File: config.mk
export PLATFORM = sky130hd
export DESIGN_NAME = pipelined_shifter_flat
export DESIGN_NICKNAME = d
export VERILOG_FILES = /design/src/rtl/pipelined_shifter_if.sv /design/src/rtl/pipelined_shifter.sv /design/src/flat_wrapper.sv
export SDC_FILE = /design/constraint.sdc
export NUM_CORES = 1
export LEC_CHECK = 0
export BUFFER_PORTS_ARGS = -buffer_cell sky130_fd_sc_hd__buf_4
export CAP_MARGIN = 5
export CELL_PAD_IN_SITES_DETAIL_PLACEMENT = 1
export CELL_PAD_IN_SITES_GLOBAL_PLACEMENT = 1
export CORE_MARGIN = 2
export CORE_UTILIZATION = 48
export DETAILED_ROUTE_END_ITERATION = 12
export GPL_TIMING_DRIVEN = 1
export PLACE_DENSITY_LB_ADDON = 0.1
export REMOVE_ABC_BUFFERS = 1
export SYNTH_ARGS = -nofsm -noshare
export SYNTH_HDL_FRONTEND = slang
export SYNTH_SLANG_ARGS = --single-unit
File: constraint.sdc
create_clock -name clk -period 2.4 [get_ports clk]
set_input_delay 0.48 -clock clk [delete_from_list [all_inputs] [get_ports clk]]
set_output_delay 0.48 -clock clk [all_outputs]
set_load 0.02 [all_outputs]
File: src/rtl/pipelined_shifter_if.sv
// Valid/ready bundle between the operand mux and the pipelined shifter.
// master drives operations and consumes results; slave is the shifter.
interface pipelined_shifter_if #(
    parameter int WIDTH = 32
);
    localparam int LOG2W = $clog2(WIDTH);

    logic             in_valid;
    logic             in_ready;
    logic [WIDTH-1:0] in_data;
    logic [LOG2W-1:0] in_shamt;
    logic [2:0]       in_ctrl;
    logic             out_valid;
    logic             out_ready;
    logic [WIDTH-1:0] out_data;

    modport master (
        output in_valid, in_data, in_shamt, in_ctrl, out_ready,
        input  in_ready, out_valid, out_data
    );

    modport slave (
        input  in_valid, in_data, in_shamt, in_ctrl, out_ready,
        output in_ready, out_valid, out_data
    );
endinterface

File: src/rtl/pipelined_shifter.sv
// Logarithmic shift/rotate unit, registered every REG_EVERY levels,
// with a valid/ready handshake and full backpressure.
module pipelined_shifter #(
    parameter int WIDTH     = 32,
    parameter int REG_EVERY = 1
) (
    input logic               clk,
    input logic               rst,
    pipelined_shifter_if.slave bus
);
    localparam int LOG2W = $clog2(WIDTH);
    localparam int LAT   = (LOG2W + REG_EVERY - 1) / REG_EVERY;

    typedef struct packed {
        logic             v;
        logic [2:0]       op;
        logic [LOG2W-1:0] sa;
        logic [WIDTH-1:0] d;
    } stage_t;

    stage_t         st  [LAT];
    stage_t         nx  [LAT];
    logic [LAT-1:0] adv;

    function automatic logic [WIDTH-1:0] lvl(
        input logic [WIDTH-1:0] x,
        input logic [2:0]       op,
        input int               s
    );
        logic [WIDTH-1:0] r;
        r = x;
        case (op)
            3'b000:  r = x << s;
            3'b001:  r = x >> s;
            3'b011:  r = $unsigned($signed(x) >>> s);
            3'b100:  r = (x << s) | (x >> (WIDTH - s));
            3'b101:  r = (x >> s) | (x << (WIDTH - s));
            default: r = x;
        endcase
        return r;
    endfunction

    // Applies only the levels [lo, hi) owned by one stage.
    function automatic logic [WIDTH-1:0] run(
        input logic [WIDTH-1:0] x,
        input logic [2:0]       op,
        input logic [LOG2W-1:0] sa,
        input int               lo,
        input int               hi
    );
        logic [WIDTH-1:0] r;
        r = x;
        for (int k = 0; k < LOG2W; k++) begin
            if (k >= lo && k < hi && sa[k]) begin
                r = lvl(r, op, 1 << k);
            end
        end
        return r;
    endfunction

    // Stage i may move when empty or when everything after it moves.
    always_comb begin
        logic a;
        adv = '0;
        a   = bus.out_ready;
        for (int i = LAT - 1; i >= 0; i--) begin
            a      = ~st[i].v | a;
            adv[i] = a;
        end
    end

    always_comb begin
        stage_t src;
        stage_t inp;
        nx  = '{default: '0};
        inp = '{v:  bus.in_valid,
                op: bus.in_ctrl,
                sa: bus.in_shamt,
                d:  bus.in_data};
        src = inp;
        for (int i = 0; i < LAT; i++) begin
            src = (i == 0) ? inp : st[(i == 0) ? 0 : i - 1];
            nx[i]   = src;
            nx[i].d = run(src.d, src.op, src.sa,
                          i * REG_EVERY, (i + 1) * REG_EVERY);
        end
    end

    always_ff @(posedge clk) begin
        if (rst) begin
            for (int i = 0; i < LAT; i++) begin
                st[i] <= '0;
            end
        end else begin
            for (int i = 0; i < LAT; i++) begin
                if (adv[i]) begin
                    st[i] <= nx[i];
                end
            end
        end
    end

    assign bus.in_ready  = adv[0];
    assign bus.out_valid = st[LAT-1].v;
    assign bus.out_data  = st[LAT-1].d;
endmodule

File: src/flat_wrapper.sv
// flat-port wrapper written by rule: the top's interface ports become plain ports
module pipelined_shifter_flat 
#(
    parameter int WIDTH     = 32,
    parameter int REG_EVERY = 1
)
  (clk, rst, bus_in_valid, bus_in_data, bus_in_shamt, bus_in_ctrl, bus_out_ready, bus_in_ready, bus_out_valid, bus_out_data);
  pipelined_shifter_if #(.WIDTH(WIDTH)) bus_i ();
  input logic clk;
  input logic rst;
  input wire logic [$bits(bus_i.in_valid)-1:0] bus_in_valid;
  input wire logic [$bits(bus_i.in_data)-1:0] bus_in_data;
  input wire logic [$bits(bus_i.in_shamt)-1:0] bus_in_shamt;
  input wire logic [$bits(bus_i.in_ctrl)-1:0] bus_in_ctrl;
  input wire logic [$bits(bus_i.out_ready)-1:0] bus_out_ready;
  output wire logic [$bits(bus_i.in_ready)-1:0] bus_in_ready;
  output wire logic [$bits(bus_i.out_valid)-1:0] bus_out_valid;
  output wire logic [$bits(bus_i.out_data)-1:0] bus_out_data;
  assign bus_i.in_valid = bus_in_valid;
  assign bus_i.in_data = bus_in_data;
  assign bus_i.in_shamt = bus_in_shamt;
  assign bus_i.in_ctrl = bus_in_ctrl;
  assign bus_i.out_ready = bus_out_ready;
  assign bus_in_ready = bus_i.in_ready;
  assign bus_out_valid = bus_i.out_valid;
  assign bus_out_data = bus_i.out_data;
  pipelined_shifter #(.WIDTH(WIDTH), .REG_EVERY(REG_EVERY)) u_core (.clk(clk), .rst(rst), .bus(bus_i));
endmodule
* Word level (Yosys, flattened, before mapping)
Memory sizes are Yosys's and may differ from the RTL's.
Cells that the tools add are included.
** Word-level totals
- Input bits :: 44
- Word-level logic and storage cells :: 83
- RAM bits :: 205
- Bits in read-only memories :: 0
- Bits in registers :: 0
- Latch bits :: 0
- Memories kept :: 1
** Memory list
- u_core.st :: depth 5, width 41, rd ports 5, clocked after memory_dff 0, write ports 5, line pipelined_shifter.sv:21 : stage_t st [LAT];
** Operators by class
- Mux-type cells :: 32
- Equal/unequal tests :: 20
- Bitwise operators :: 24
- Multipliers :: 0
- Div/mod/pow operators :: 0
- Shift operators :: 0
- Reduce and logical (&&, ||, !) cells :: 6
- Magnitude comparators :: 0
- Add/sub/neg operators :: 0
** Operators with widths (number)
- $pmux 32 s5 :: 4
- $mux 41 :: 5
- $mux 32 :: 5
- $pmux 32 s4 :: 1
- $or 24x32->32 :: 1
- $or 28x32->32 :: 1
- $or 30x32->32 :: 1
- $or 31x32->32 :: 1
- $or 32x1->32 :: 1
- $or 32x16->32 :: 1
- $or 32x2->32 :: 1
- $or 32x4->32 :: 1
- $or 32x8->32 :: 1
- $eq 3x3->1 const B :: 10
- $mux 1 :: 17
- $eq 3x1->1 const B :: 5
- $eq 3x2->1 const B :: 5
- $logic_not 3->1 :: 5
- $or 1x1->1 :: 10
- $not 1->1 :: 5
- $reduce_or 2->1 :: 1

* Logic depth before layout (Yosys ltp)
- Depth in word-level cells :: 10
- Gate-level depth with buffers :: 6

* Worst setup path after synthesis
No wires, ideal clock.
- Kind :: flip-flop to flip-flop
- From :: memory u_core.st[4][40] (netlist bit)
- To :: memory u_core.st[0][0] (netlist bit), enable pin
- Arrival time :: 1.895 ns
- Period minus slack after synthesis :: 2.293 ns
- Cell stages (with the launch flop) :: 5
- Setup time :: 0.398 ns
- Buffers on the path :: 0
- Slack :: 0.107 ns
- Cells stage by stage :: edfxtp_1 nor2b_2 nor2b_1 and3_1 nand2_1
** RTL lines (line)
- start, declared :: pipelined_shifter.sv:21

==> metrics.cfg <==
[clock_tree]
cts_buffers=17
cts_tree=done
cts_setup_buffers=0
clock_sinks=187
clk_latency_ps=440
hold_buffers=0
clk_pin_slew_ps=70
clockBufferDepth=2
cts_root_buffer=clkbuf_16
cts-resized-gates=0
htree_levels=4

[timing]
period_share=0.797
setup_viol=0
rsz0062_at_grt=false
relSlewSlack=0.359
slew_violations=0
fin_worst_skew_ps=14.8
max_slew.worst_pin.slew_ps=961
fmax_mhz=523
post-route-min-period_ps=1910
hold_ws_ps=320
finalHoldViolCount=0
fin_setup_tns_ps=0

[route]
wire_per_inst_um=17.5
routed_wl_um=23400
vias_per_cell=5.81
route.antenna.remaining_nets=0
first_iter_violations=349
drcViolationCount=0
firstDrtPassIters=4
via_count=7735

[floorplanning]
die_x_um=153
die_area_um2=23300
die_h_um=153
core_area_um2=21800
ios=78
start_util=0.488
placementRows=54

[critical_path]
cp_data_arrival_time_ps=2170
crit_path_max_fanout=31
critPathLaunch=u_core.st[3][36]
r2r_start=u_core.st[3][36]
required_ps=2660
path_class=reg2reg
cp-start-kind=flip-flop
worst_setup_path_end_kind=flip-flop

[final_layout]
fin_nets=1083
drive_gt1_frac=0.173
top_register=u_core.st
antenna_cells=0
syn2layout_area_growth_pct=11.7
reg_top3=u_core.st x187
largest_reg_flops=187

[hold_path]
min-delay-start=bus_in_shamt[4]
min_path_type=in2reg

[power]
combPwrFrac=0.114
peakVddDrop_mv=0.350
p_per_area_nw_per_um2=635
seq_power_share=0.527
swShare=0.255
internal_power_uw=5610
p_sw_uw=1920
leakage_uw=0.00440
pwr-share-clk=0.359

[synth]
synthArstFlopShare=0
synth_top_area_frac=0.529
synth_common_cells=a21oi_1 (196), edfxtp_1 (187), nor2_1 (136)
synth_most_common_cell=a21oi_1
synth-edff-count=187
synth_area_leaders=edfxtp_1 (53%), a21oi_1 (9.2%), mux2i_1 (7.6%)
ys_ff_latch=187
seq_area_frac_synth=0.529
ys_warn_count=0
syn-cell-area_um2=10600
yosys.area.top_type=edfxtp_1
synthCells=1013
syn_avg_cell_area_um2=10.5
ys_types=44
synth_flop_cell=edfxtp_1

[global_route]
grt_pass1_wl_um=38700
grt_pass1_vias=7645
grt_max_degree=68
grt_usage=0.201
antenna_found_initial=0
gr-total-overflow=0

[run]
cap_violations=0

[placement]
port_buffers=77
dp_hpwl_um=16400
gp_congestion=0.831

[status]
status=finished, final reports clean

==> logic make-up (layout without fill, tap and decap cells) <==
kind of cell,Yosys count,count (layout),share of synthesized area
simple gates,246,246,0.110
compound gates,398,398,0.230
flops,187,187,0.529
buf+inv,100,139,0.0542
mux,82,82,0.0774
==> worst paths after layout <==
path	endpoint	slack, ps	cells past startpoint
worst max-delay path	u_core.st[4][21]	490	5
worst min-delay path	u_core.st[0][36]	320	2
worst max register to register	u_core.st[4][21]	490	5
worst min register to register	u_core.st[1][35]	520	1
==> layout by cell type (no fill, tap or decap), drive strengths merged, types with 2 or more instances in the layout <==
master | netlist | routed
a211oi | 46 | 46
a21boi | 4 | 4
a21o | 2 | 2
a21oi | 197 | 197
a22oi | 14 | 14
a32oi | 16 | 16
and2 | 31 | 31
buf | 59 | 103
clkbuf | 37 | 18
clkinv | 0 | 3
clkinvlp | 0 | 3
edfxtp | 187 | 187
inv | 4 | 11
mux2i | 81 | 81
nand2 | 24 | 24
nand2b | 12 | 12
nand3 | 22 | 22
nor2 | 137 | 137
nor2b | 15 | 15
o21ai | 101 | 101
o221a | 14 | 14
==> worst max-delay path: stages, from the launching register on <==
cell,delay [ps]
edfxtp_1,750
inv_1,170
a21oi_2,140
buf_4,310
nor2_1,90
a211oi_1,260
==> power by group through the flow <==
stage	Combinational, µW	Clock (µW)	Sequential, µW
finish	859	2700	3970
global route	961	2890	3980
CTS	864	2750	3960
detailed placement	858	0	4030
global placement	836	0	4030
floorplan	509	0	4010
==> per-layer routing <==
layer  part of all wire  track usage  up-vias
met5                  0            0        -
met2               0.51        0.368      147
met4              0.021       0.0648        0
li1                   -            -     3855
met3              0.029       0.0344       36
met1               0.44        0.239     3697
==> per-stage QoR <==
step / cell area (µm²) / worst slack [ps] / std cells / util / total power [µW]
after CTS: 11900 / 486 / 1332 / 0.545 / 7570
after global routing: 11900 / 368 / 1332 / 0.545 / 7830
after global placement: 11300 / 507 / 1300 / 0.519 / 4860
final: 11900 / 488 / 1332 / 0.545 / 7530
after detailed placement: 11300 / 414 / 1300 / 0.519 / 4890
after floorplan: 10100 / -614 / 917 / - / 4520
==> layout make-up <==
class	count	area, µm²
Fill cell	2367	9890
Multi-Input combinational cell	726	4460
Clock inverter	14	135
Sequential cell	187	5620
Timing Repair Buffer	103	861
Tap cell	280	350
Inverter	4	15.0
Clock buffer	18	429
Power figures use the tool's default switching activity.
